==> src/rtl/cnn_pkg.sv <==
// Shared CNN-engine definitions: result-memory bank selects, layer-1 pooling FSM states, default map size.
// Optional rounding of pooled values is controlled by MAXPOOL_CEIL_EN in maxpool_cmp.
package cnn_pkg;

  localparam int IMG_W_DEF = 64;
  localparam int FRAC_W    = 16;

  localparam logic [2:0] CSEL_NONE  = 3'd0;
  localparam logic [2:0] CSEL_L0_K0 = 3'd1;
  localparam logic [2:0] CSEL_L0_K1 = 3'd2;
  localparam logic [2:0] CSEL_L1_K0 = 3'd3;
  localparam logic [2:0] CSEL_L1_K1 = 3'd4;

  typedef enum logic [2:0] {
    ST_IDLE,
    ST_RD,
    ST_CMP,
    ST_WR,
    ST_FIN
  } pool_state_t;

endpackage

==> src/rtl/l0_maxpool_if.sv <==
// Result-memory port: one-cycle-latency read side plus write side, with bank select.
// The pooler is the master; memory answers reads the cycle after crd and has no backpressure.
interface l0_maxpool_if #(
  parameter int DATA_W = 20,
  parameter int ADDR_W = 12
);

  logic              crd;
  logic [ADDR_W-1:0] caddr_rd;
  logic [DATA_W-1:0] cdata_rd;
  logic              cwr;
  logic [ADDR_W-1:0] caddr_wr;
  logic [DATA_W-1:0] cdata_wr;
  logic [2:0]        csel;

  modport master (
    output crd, caddr_rd, cwr, caddr_wr, cdata_wr, csel,
    input  cdata_rd
  );

  modport slave (
    input  crd, caddr_rd, cwr, caddr_wr, cdata_wr, csel,
    output cdata_rd
  );

endinterface

==> src/rtl/maxpool_cmp.sv <==
// Running max over one 2x2 window; register updates the cycle a datum arrives, output is combinational.
// No backpressure; MAXPOOL_CEIL_EN rounds the output up to an integer with saturation at the top integer.
module maxpool_cmp
  import cnn_pkg::*;
#(
  parameter int DATA_W = 20
) (
  input  logic              clk,
  input  logic              reset,
  input  logic              load,
  input  logic              upd,
  input  logic [DATA_W-1:0] din,
  output logic [DATA_W-1:0] dout
);

  logic [DATA_W-1:0] max_q;

  // First datum of a window overwrites unconditionally so no per-window clear is needed.
  always_ff @(posedge clk or negedge reset) begin
    if (!reset) begin
      max_q <= '0;
    end else if (load) begin
      max_q <= din;
    end else if (upd && (din > max_q)) begin
      max_q <= din;
    end
  end

`ifdef MAXPOOL_CEIL_EN
  localparam int INT_W = DATA_W - FRAC_W;

  logic [INT_W-1:0]  int_part;
  logic [FRAC_W-1:0] frac_part;
  logic [INT_W-1:0]  int_inc;

  assign int_part  = max_q[DATA_W-1:FRAC_W];
  assign frac_part = max_q[FRAC_W-1:0];
  assign int_inc   = int_part + INT_W'(1);

  always_comb begin
    dout = max_q;
    if (frac_part != '0) begin
      if (&int_part) begin
        dout = {int_part, {FRAC_W{1'b0}}};
      end else begin
        dout = {int_inc, {FRAC_W{1'b0}}};
      end
    end
  end
`else
  assign dout = max_q;
`endif

endmodule

==> src/rtl/l0_maxpool.sv <==
// Layer-1 2x2/stride-2 max-pool over both layer-0 maps: 6 cycles per output pixel, start-to-done 12289 cycles.
// No backpressure; start is only honoured in IDLE. MAXPOOL_CEIL_EN (in maxpool_cmp) rounds written values up.
module l0_maxpool
  import cnn_pkg::*;
#(
  parameter int IMG_W  = IMG_W_DEF,
  parameter int DATA_W = 20,
  parameter int ADDR_W = 12
) (
  input  logic          clk,
  input  logic          reset,
  input  logic          start,
  output logic          busy,
  output logic          done,
  l0_maxpool_if.master  mem
);

  localparam int OW = IMG_W / 2;
  localparam int OB = $clog2(OW);

  pool_state_t       state, state_nxt;
  logic [1:0]        k;
  logic [OB-1:0]     orow;
  logic [OB-1:0]     ocol;
  logic              ch;
  logic              last_pix;
  logic [ADDR_W-1:0] rd_addr;
  logic [ADDR_W-1:0] wr_addr;
  logic              mx_load;
  logic              mx_upd;
  logic [DATA_W-1:0] mx_val;

  assign last_pix = (&orow) && (&ocol);
  // Power-of-two map: (2*orow+k1)*IMG_W + 2*ocol+k0 is a plain bit concatenation.
  assign rd_addr  = ADDR_W'({orow, k[1], ocol, k[0]});
  assign wr_addr  = ADDR_W'({orow, ocol});

  // Datum requested at k arrives at k+1; the k=3 datum lands in CMP.
  assign mx_load = (state == ST_RD) && (k == 2'd1);
  assign mx_upd  = ((state == ST_RD) && k[1]) || (state == ST_CMP);

  maxpool_cmp #(
    .DATA_W (DATA_W)
  ) u_cmp (
    .clk   (clk),
    .reset (reset),
    .load  (mx_load),
    .upd   (mx_upd),
    .din   (mem.cdata_rd),
    .dout  (mx_val)
  );

  always_ff @(posedge clk or negedge reset) begin
    if (!reset) begin
      state <= ST_IDLE;
    end else begin
      state <= state_nxt;
    end
  end

  always_ff @(posedge clk or negedge reset) begin
    if (!reset) begin
      k    <= '0;
      orow <= '0;
      ocol <= '0;
      ch   <= 1'b0;
    end else begin
      case (state)
        ST_IDLE: begin
          if (start) begin
            k    <= '0;
            orow <= '0;
            ocol <= '0;
            ch   <= 1'b0;
          end
        end
        ST_RD: k <= k + 2'd1;
        ST_WR: begin
          ocol <= ocol + 1'b1;
          if (&ocol) begin
            orow <= orow + 1'b1;
          end
          if (last_pix) begin
            ch <= ~ch;
          end
        end
        default: ;
      endcase
    end
  end

  always_comb begin
    state_nxt    = state;
    busy         = 1'b0;
    done         = 1'b0;
    mem.crd      = 1'b0;
    mem.caddr_rd = '0;
    mem.cwr      = 1'b0;
    mem.caddr_wr = '0;
    mem.cdata_wr = '0;
    mem.csel     = CSEL_NONE;
    case (state)
      ST_IDLE: begin
        if (start) begin
          state_nxt = ST_RD;
        end
      end
      ST_RD: begin
        busy         = 1'b1;
        mem.crd      = 1'b1;
        mem.caddr_rd = rd_addr;
        mem.csel     = ch ? CSEL_L0_K1 : CSEL_L0_K0;
        if (k == 2'd3) begin
          state_nxt = ST_CMP;
        end
      end
      ST_CMP: begin
        busy      = 1'b1;
        mem.csel  = ch ? CSEL_L0_K1 : CSEL_L0_K0;
        state_nxt = ST_WR;
      end
      ST_WR: begin
        busy         = 1'b1;
        mem.cwr      = 1'b1;
        mem.caddr_wr = wr_addr;
        mem.cdata_wr = mx_val;
        mem.csel     = ch ? CSEL_L1_K1 : CSEL_L1_K0;
        state_nxt    = (last_pix && ch) ? ST_FIN : ST_RD;
      end
      ST_FIN: begin
        done      = 1'b1;
        state_nxt = ST_IDLE;
      end
      default: state_nxt = ST_IDLE;
    endcase
  end

endmodule
==> src/flat_wrapper.sv <==
// flat-port wrapper written by rule: the top's interface ports become plain ports
module l0_maxpool_flat import cnn_pkg::*;
#(
  parameter int IMG_W  = IMG_W_DEF,
  parameter int DATA_W = 20,
  parameter int ADDR_W = 12
)
  (clk, reset, start, busy, done, mem_crd, mem_caddr_rd, mem_cwr, mem_caddr_wr, mem_cdata_wr, mem_csel, mem_cdata_rd);
  l0_maxpool_if #(.DATA_W(DATA_W), .ADDR_W(ADDR_W)) mem_i ();
  input  logic clk;
  input  logic reset;
  input  logic start;
  output logic busy;
  output logic done;
  output wire logic [$bits(mem_i.crd)-1:0] mem_crd;
  output wire logic [$bits(mem_i.caddr_rd)-1:0] mem_caddr_rd;
  output wire logic [$bits(mem_i.cwr)-1:0] mem_cwr;
  output wire logic [$bits(mem_i.caddr_wr)-1:0] mem_caddr_wr;
  output wire logic [$bits(mem_i.cdata_wr)-1:0] mem_cdata_wr;
  output wire logic [$bits(mem_i.csel)-1:0] mem_csel;
  input wire logic [$bits(mem_i.cdata_rd)-1:0] mem_cdata_rd;
  assign mem_crd = mem_i.crd;
  assign mem_caddr_rd = mem_i.caddr_rd;
  assign mem_cwr = mem_i.cwr;
  assign mem_caddr_wr = mem_i.caddr_wr;
  assign mem_cdata_wr = mem_i.cdata_wr;
  assign mem_csel = mem_i.csel;
  assign mem_i.cdata_rd = mem_cdata_rd;
  l0_maxpool #(.IMG_W(IMG_W), .DATA_W(DATA_W), .ADDR_W(ADDR_W)) u_core (.clk(clk), .reset(reset), .start(start), .busy(busy), .done(done), .mem(mem_i));
endmodule
==> config.mk <==
export PLATFORM = sky130hd
export DESIGN_NAME = l0_maxpool_flat
export DESIGN_NICKNAME = d
export VERILOG_FILES = /design/src/rtl/cnn_pkg.sv /design/src/rtl/l0_maxpool_if.sv /design/src/rtl/maxpool_cmp.sv /design/src/rtl/l0_maxpool.sv /design/src/flat_wrapper.sv
export SDC_FILE = /design/constraint.sdc
export NUM_CORES = 1
export LEC_CHECK = 0
export BUFFER_PORTS_ARGS = -buffer_cell sky130_fd_sc_hd__buf_2
export CAP_MARGIN = 20
export CORE_ASPECT_RATIO = 1.5
export CORE_MARGIN = 2
export CORE_UTILIZATION = 25
export CTS_CLUSTER_SIZE = 30
export DETAILED_ROUTE_END_ITERATION = 8
export SYNTH_ARGS = -nofsm -noshare
export SYNTH_HDL_FRONTEND = slang
export SYNTH_SLANG_ARGS = --single-unit
==> constraint.sdc <==
create_clock -name clk -period 2.58 [get_ports clk]
set_clock_uncertainty 0.15 [all_clocks]
set_input_delay 0.645 -clock clk [delete_from_list [all_inputs] [get_ports clk]]
set_output_delay 0.645 -clock clk [all_outputs]
set_load 0.01 [all_outputs]
==> out/qor.txt, run 1 <==
Synth area leaders = dfrtp_1 36%, ha_1 13%, mux2_4 12%
Vias in the first global route = 2155
Hold Path Class = primary input to async pin
Post-Synthesis Cells = 253
Arr. time, crit path = 2540 ps
Placed insts = 442
Reg-to-reg setup timing slack = 70 ps
Iter 0 DRT Violations = 45
Area fraction of the dominant cell type after synthesis = 0.358
Flops & latches, synth = 36
DP Area = 3090 um^2
Post-Route Utilization = 0.352
Final Hold Viols = 0
Status = finished, final reports clean
Most common cell in the netlist = dfrtp_1
Critical Path End Type = flop
Power Density = 1130 nW/um^2
EDFF count, synth = 0
Worst-path fanout max = 5
Worst reg2reg path endpoint = u_core.u_cmp.dout[11]$_DFFE_PN0P_
Final setup fails = 0
Die X = 85.9 um
R2r worst-path depth = 9
Share of cells above drive strength 1 = 0.403
Mean routed wirelength per cell = 14.9 um
Core area = 9740 um^2
First-pass GRT wire length = 10800 um
Asr flop ratio synth = 1.00
CTS Hold Bufs = 0
H-tree depth = 2
Yosys top cell by area = dfrtp_1
Pins Over Slew Limit = 0
Clk_lat worst skew = 270 ps
Worst EP required = 2580 ps
Inserted Diodes = 0
Clk pin slew, worst setup/hold paths = 60 ps
GP Congestion = 0.757
# DRC = 0
Row cnt = 44
Buffers added on ports = 71
Final wirelength = 6790 um
Pin count of the biggest net entering global routing = 24
Antenna Violating Nets Remaining = 0
Sequential area share after synthesis = 0.358
Tmin final = 2530 ps
Commonest cells post-synth = 36 x dfrtp_1, 26 x ha_1, 24 x and2_1, 24 x nor3_1, 23 x inv_1
Library cells used by synthesis = 44
Most used DFF post-synth = dfrtp_1
Number of CTS-inserted buffers = 5
Post-DP HPWL = 5050 um
Type of origin of the critical path = primary input
Max Clk Rate = 395 MHz
Clock Sink Count = 36
CTS tree = built
Top-Level Pins = 74
Final design instance area without fill = 3430 um^2
Gr ovfl total = 0
Synth-to-Final Area Change = 36.4%
RSZ-0062 raised after global routing = yes
Initial antenna violation count = 0
CP Class = primary input to flop
Post-Synthesis Cell Area = 2520 um^2
# Max-Cap Violations = 0
Worst-case clock buffer depth = 2
Peak VDD IR = 0.348 mV
Yosys warnings = 0
Total power = 3.86 mW
Initial Util = 0.258
Nets = 389
Die area = 10900 um^2
DR vias = 2098
Die height = 127 um
Post-synthesis average cell area = 9.95 um^2
Fin cells = 455
Vias per cell = 4.61
Root Buffer = clkbuf_16
Leak = 1.82 nW
Tcrit/Tclk final = 0.982
GRT Resource Usage Total = 0.125
Drt pass-1 iters = 7
Reg2Reg Launch Point = u_core.u_cmp.dout[16]$_DFFE_PN0P_
-- stage by stage --
stage | hold WS, ps | setup WS, ps | setup TNS (ps)
floorplan | 199 | 0.423 | 0
finish | 131 | 45.8 | 0
detailed placement | 349 | -300 | -5810
global placement | 348 | -188 | -3760
global route | 147 | -13.4 | -55.3
CTS | 135 | 13.7 | 0
-- layout make-up --
type	count	area, um^2
well taps	115	144
repair buffers	93	621
multi-input cells	181	1530
clock buffers	7	153
fillers	984	6310
inverters	23	86.3
flip-flops and latches	36	901
-- power by group --
| group | internal [mW] | total, mW | leakage [nW] | switching (mW) |
|---|---|---|---|---|
| sequential | 0.796 | 0.984 | 0.445 | 0.188 |
| clock | 0.405 | 0.626 | 0.0760 | 0.221 |
| combinational | 1.25 | 2.25 | 1.30 | 1.00 |
| total | 2.45 | 3.86 | 1.82 | 1.41 |
-- kinds of logic (layout without fill, tap and decap cells) --
kind of cell | Yosys count | in the layout | synth area share
flip-flops | 36 | 36 | 0.358
multiplexers | 22 | 22 | 0.128
AND/OR/NAND/NOR | 97 | 97 | 0.222
XOR/XNOR | 3 | 3 | 0.0104
other | 1 | 2 | 0.00149
adder cells (fa/ha/maj) | 26 | 26 | 0.129
AO/OA/AOI/OAI | 31 | 31 | 0.0860
buffers and inverters | 37 | 123 | 0.0651
-- worst max-delay path, cell delays in order --
cell	delay (ps)
buf_6	100
ha_4	270
nand4_4	120
nor4_4	360
o211ai_2	140
a32oi_2	280
buf_4	180
clkbuf_16	150
mux2_4	300
-- placed cells by master (no fill, tap or decap), types with 2 or more instances in the layout --
cell type	n
o21ai_0	6
a22o_1	2
a211oi_1	2
a21o_1	4
nand2b_1	2
a21oi_1	9
mux2_4	20
nor3_1	24
inv_1	20
nand3_1	10
clkbuf_8	2
buf_12	2
clkbuf_16	6
dfrtp_1	36
inv_2	3
xor2_1	2
buf_2	67
nand3b_1	2
ha_1	21
conb_1	2
nand4_1	2
buf_4	17
nand2_1	11
and2_1	24
nor2_1	9
and3_1	3
buf_6	4
ha_4	5
-- sequential cells by signal (all words and copies together), names as in the netlist --
| signal | flops |
|---|---|
| u_core.u_cmp.dout | 20 |
| u_core.ocol | 5 |
| u_core.orow | 5 |
| u_core.state | 3 |
| u_core.k | 2 |
| u_core.ch | 1 |
-- layer usage --
metal,global-route usage,routed length (um),up-vias
li1,-,-,1044
met5,0,0,-
met4,0.0336,53,0
met2,0.217,3540,55
met3,0.0273,367,4
met1,0.154,2830,995
-- what timing repair did --
action                                  4_1_cts  5_1_grt
endpoints found under the hold margin         0        0
cloned                                        2        1
endpoints found under the setup margin       20       29
pin swaps                                     0        5
buffers inserted                              2        1
resized for setup                             3       17
-- worst max path at each step --
stage / start / to / slack (ps) / cells past startpoint
floorplan: mem_cdata_rd[19] / u_core.u_cmp.dout[0]$_DFFE_PN0P_ / 0.4 / 7
global placement: mem_cdata_rd[19] / u_core.u_cmp.dout[12]$_DFFE_PN0P_ / -190 / 8
detailed placement: mem_cdata_rd[19] / u_core.u_cmp.dout[2]$_DFFE_PN0P_ / -300 / 8
CTS: mem_cdata_rd[16] / u_core.u_cmp.dout[14]$_DFFE_PN0P_ / 10 / 9
global route: mem_cdata_rd[16] / u_core.u_cmp.dout[11]$_DFFE_PN0P_ / -10 / 9
finish: mem_cdata_rd[16] / u_core.u_cmp.dout[11]$_DFFE_PN0P_ / 50 / 9
Power figures use the tool's default switching activity.
==> run 2, diff against run 1 <==
--- a/config.mk
+++ b/config.mk
@@ -7,7 +7,7 @@
 export LEC_CHECK = 0
 export BUFFER_PORTS_ARGS = -buffer_cell sky130_fd_sc_hd__buf_2
 export CAP_MARGIN = 20
-export CORE_ASPECT_RATIO = 1.5
+export CORE_ASPECT_RATIO = 1.25
 export CORE_MARGIN = 2
 export CORE_UTILIZATION = 25
 export CTS_CLUSTER_SIZE = 30
==> run 2 against run 1 <==
Compared with the run above: sequential cell count is the same; worst hold slack gained 190 ps; utilization shrank 0.93 points; sequential share of layout area grew 0.81 points; wire length shrank 7.2%; maximum frequency grew 2.6%; non-clock buffer count shrank 4; critical path depth shrank 1; clock power shrank 11%; largest cell class unchanged; clock-buffer cell count shrank 1.
==> out/qor.txt, run 2 (synthesis gave the netlist of run 1 again) <==
Synth-to-Final Area Change = 32.3%
Initial antenna violation count = 0 (unchanged)
Worst-case clock buffer depth = 2 (unchanged)
GRT Resource Usage Total = 0.118 (-0.00684)
Iter 0 DRT Violations = 46 (+2.2%)
Arr. time, crit path = 2470 ps (-70 ps)
Buffers added on ports = 71 (unchanged)
Share of cells above drive strength 1 = 0.387 (-0.0160)
Final Hold Viols = 0 (unchanged)
Pin count of the biggest net entering global routing = 37 (+54%)
# Max-Cap Violations = 0 (unchanged)
Pins Over Slew Limit = 0 (unchanged)
Pre-CTS WS = -270 ps (+30.1 ps)
H-tree depth = 2 (unchanged)
Root Buffer = clkbuf_16
Most frequent cells in the layout = 67 x buf_2, 36 x dfrtp_1, 24 x nor3_1, 24 x and2_1, 23 x inv_1
Worst Max-Slew Pin Slew = 824 ps
Final wirelength = 6300 um (-7.2%)
Max Clk Rate = 405 MHz (+2.6%)
Critical Path End Type = flop
Clock Sink Count = 36 (unchanged)
Clk pin slew, worst setup/hold paths = 50 ps (about the same)
CTS tree = built
Number of CTS-inserted buffers = 5 (unchanged)
Min Hold Slack = 319 ps (+187 ps)
Initial Util = 0.259 (+0.000932)
Peak VDD IR = 0.324 mV (-7.1%)
Mean routed wirelength per cell = 13.6 um (-8.6%)
Nets = 385 (-1.0%)
Core area = 9710 um^2 (-0.36%)
Drt pass-1 iters = 4 (-3)
Inserted Diodes = 0 (unchanged)
Die X = 93.7 um (+9.1%)
DR vias = 2061 (-1.8%)
Vias per cell = 4.46 (-3.3%)
Post-DP HPWL = 4810 um (-4.7%)
Die area = 10900 um^2 (-0.11%)
Antenna Violating Nets Remaining = 0 (unchanged)
CP Class = primary input to flop
Worst-path fanout max = 4 (-1)
Setup TNS = 0 ps (unchanged)
Setup Fix Bufs, Post-CTS = 0 (-2)
Final setup fails = 0 (unchanged)
Leak = 1.77 nW (-3.0%)
Final worst slack = 110 ps (+64.5 ps)
Gr ovfl total = 0 (unchanged)
Max reg flops = 20 (unchanged)
Worst EP required = 2580 ps (about the same)
GP Congestion = 0.778 (+2.8%)
Status = finished, final reports clean
Row cnt = 40 (-9.1%)
Power Density = 1060 nW/um^2 (-5.9%)
Clk_lat worst skew = 270 ps (about the same)
Die height = 116 um (-8.4%)
Fillers = 1011 (+2.7%)
Post-Route Utilization = 0.343 (-0.00930)
Tmin final = 2470 ps (-64.5 ps)
Hold Path Class = primary input to async pin
First-pass GRT wire length = 10100 um (-5.8%)
# DRC = 0 (unchanged)
Most common cell after layout, fill and taps aside = buf_2
Worst slew margin = 0.450
Top-Level Pins = 74 (unchanged)
Tcrit/Tclk final = 0.957 (-0.0250)
Vias in the first global route = 2103 (-2.4%)
Type of origin of the critical path = primary input
==> run 2: cell count changes in the layout (fill, tap and decap cells not counted), sizes merged <==
cell,change
buf,-2
bufbuf,-1
clkinv,+1
clkbuf,-2
==> run 2: area by class of cell <==
class / count / area [um^2] / share of cell area
clock inverter: 1 / 5.00 / 0.00150
multi-input combinational: 181 / 1530 / 0.459
timing repair buffer: 89 / 523 / 0.157
clock buffer: 6 / 129 / 0.0387
inverter: 23 / 86.3 / 0.0259
tap: 126 / 158 / 0.0474
sequential: 36 / 901 / 0.271
==> run 2: worst max-delay path: stages <==
cell and delay, ps:
buf_6 100, ha_4 270, nand4_4 120, nor4_4 370, o211ai_2 140, a32oi_2 310, buf_4 210, mux2_4 310
==> run 2: repair_timing <==
item	4_1_cts	5_1_grt
hold buffers	0	0
resized for setup	0	17
setup endpoints to repair	0	20
==> run 2: worst paths after layout <==
kind	cells after the start	start	end	slack [ps]
min in group clk	1	u_core.u_cmp.dout[11]$_DFFE_PN0P_	u_core.u_cmp.dout[11]$_DFFE_PN0P_	360
max in group asynchronous	1	reset	u_core.orow[0]$_DFFE_PN0P_	1440
worst min register to register	1	u_core.u_cmp.dout[11]$_DFFE_PN0P_	u_core.u_cmp.dout[11]$_DFFE_PN0P_	360
worst min-delay path	1	reset	u_core.u_cmp.dout[18]$_DFFE_PN0P_	320
worst max-delay path	8	mem_cdata_rd[16]	u_core.u_cmp.dout[18]$_DFFE_PN0P_	110
worst max register to register	8	u_core.u_cmp.dout[18]$_DFFE_PN0P_	u_core.u_cmp.dout[18]$_DFFE_PN0P_	130
==> run 2: power by group <==
part	internal, mW	switching [mW]	total [mW]
clock network	0.350	0.209	0.560
logic	1.05	0.943	1.99
registers	0.796	0.183	0.979
==> run 2: metal layers <==
| metal | wire length (um) | global-route usage |
|---|---|---|
| met1 | 2870 | 0.151 |
| met2 | 3010 | 0.201 |
| met3 | 333 | 0.0252 |
| met4 | 89 | 0.0348 |
| met5 | 0 | 0 |
==> run 2: per-stage QoR <==
step	std cells	total power, mW	cell area [um^2]
after floorplan	254	2.35	2520
after global placement	455	2.83	3090
after detailed placement	455	2.88	3090
after CTS	462	3.47	3220
after global routing	462	3.82	3330
final	462	3.53	3330
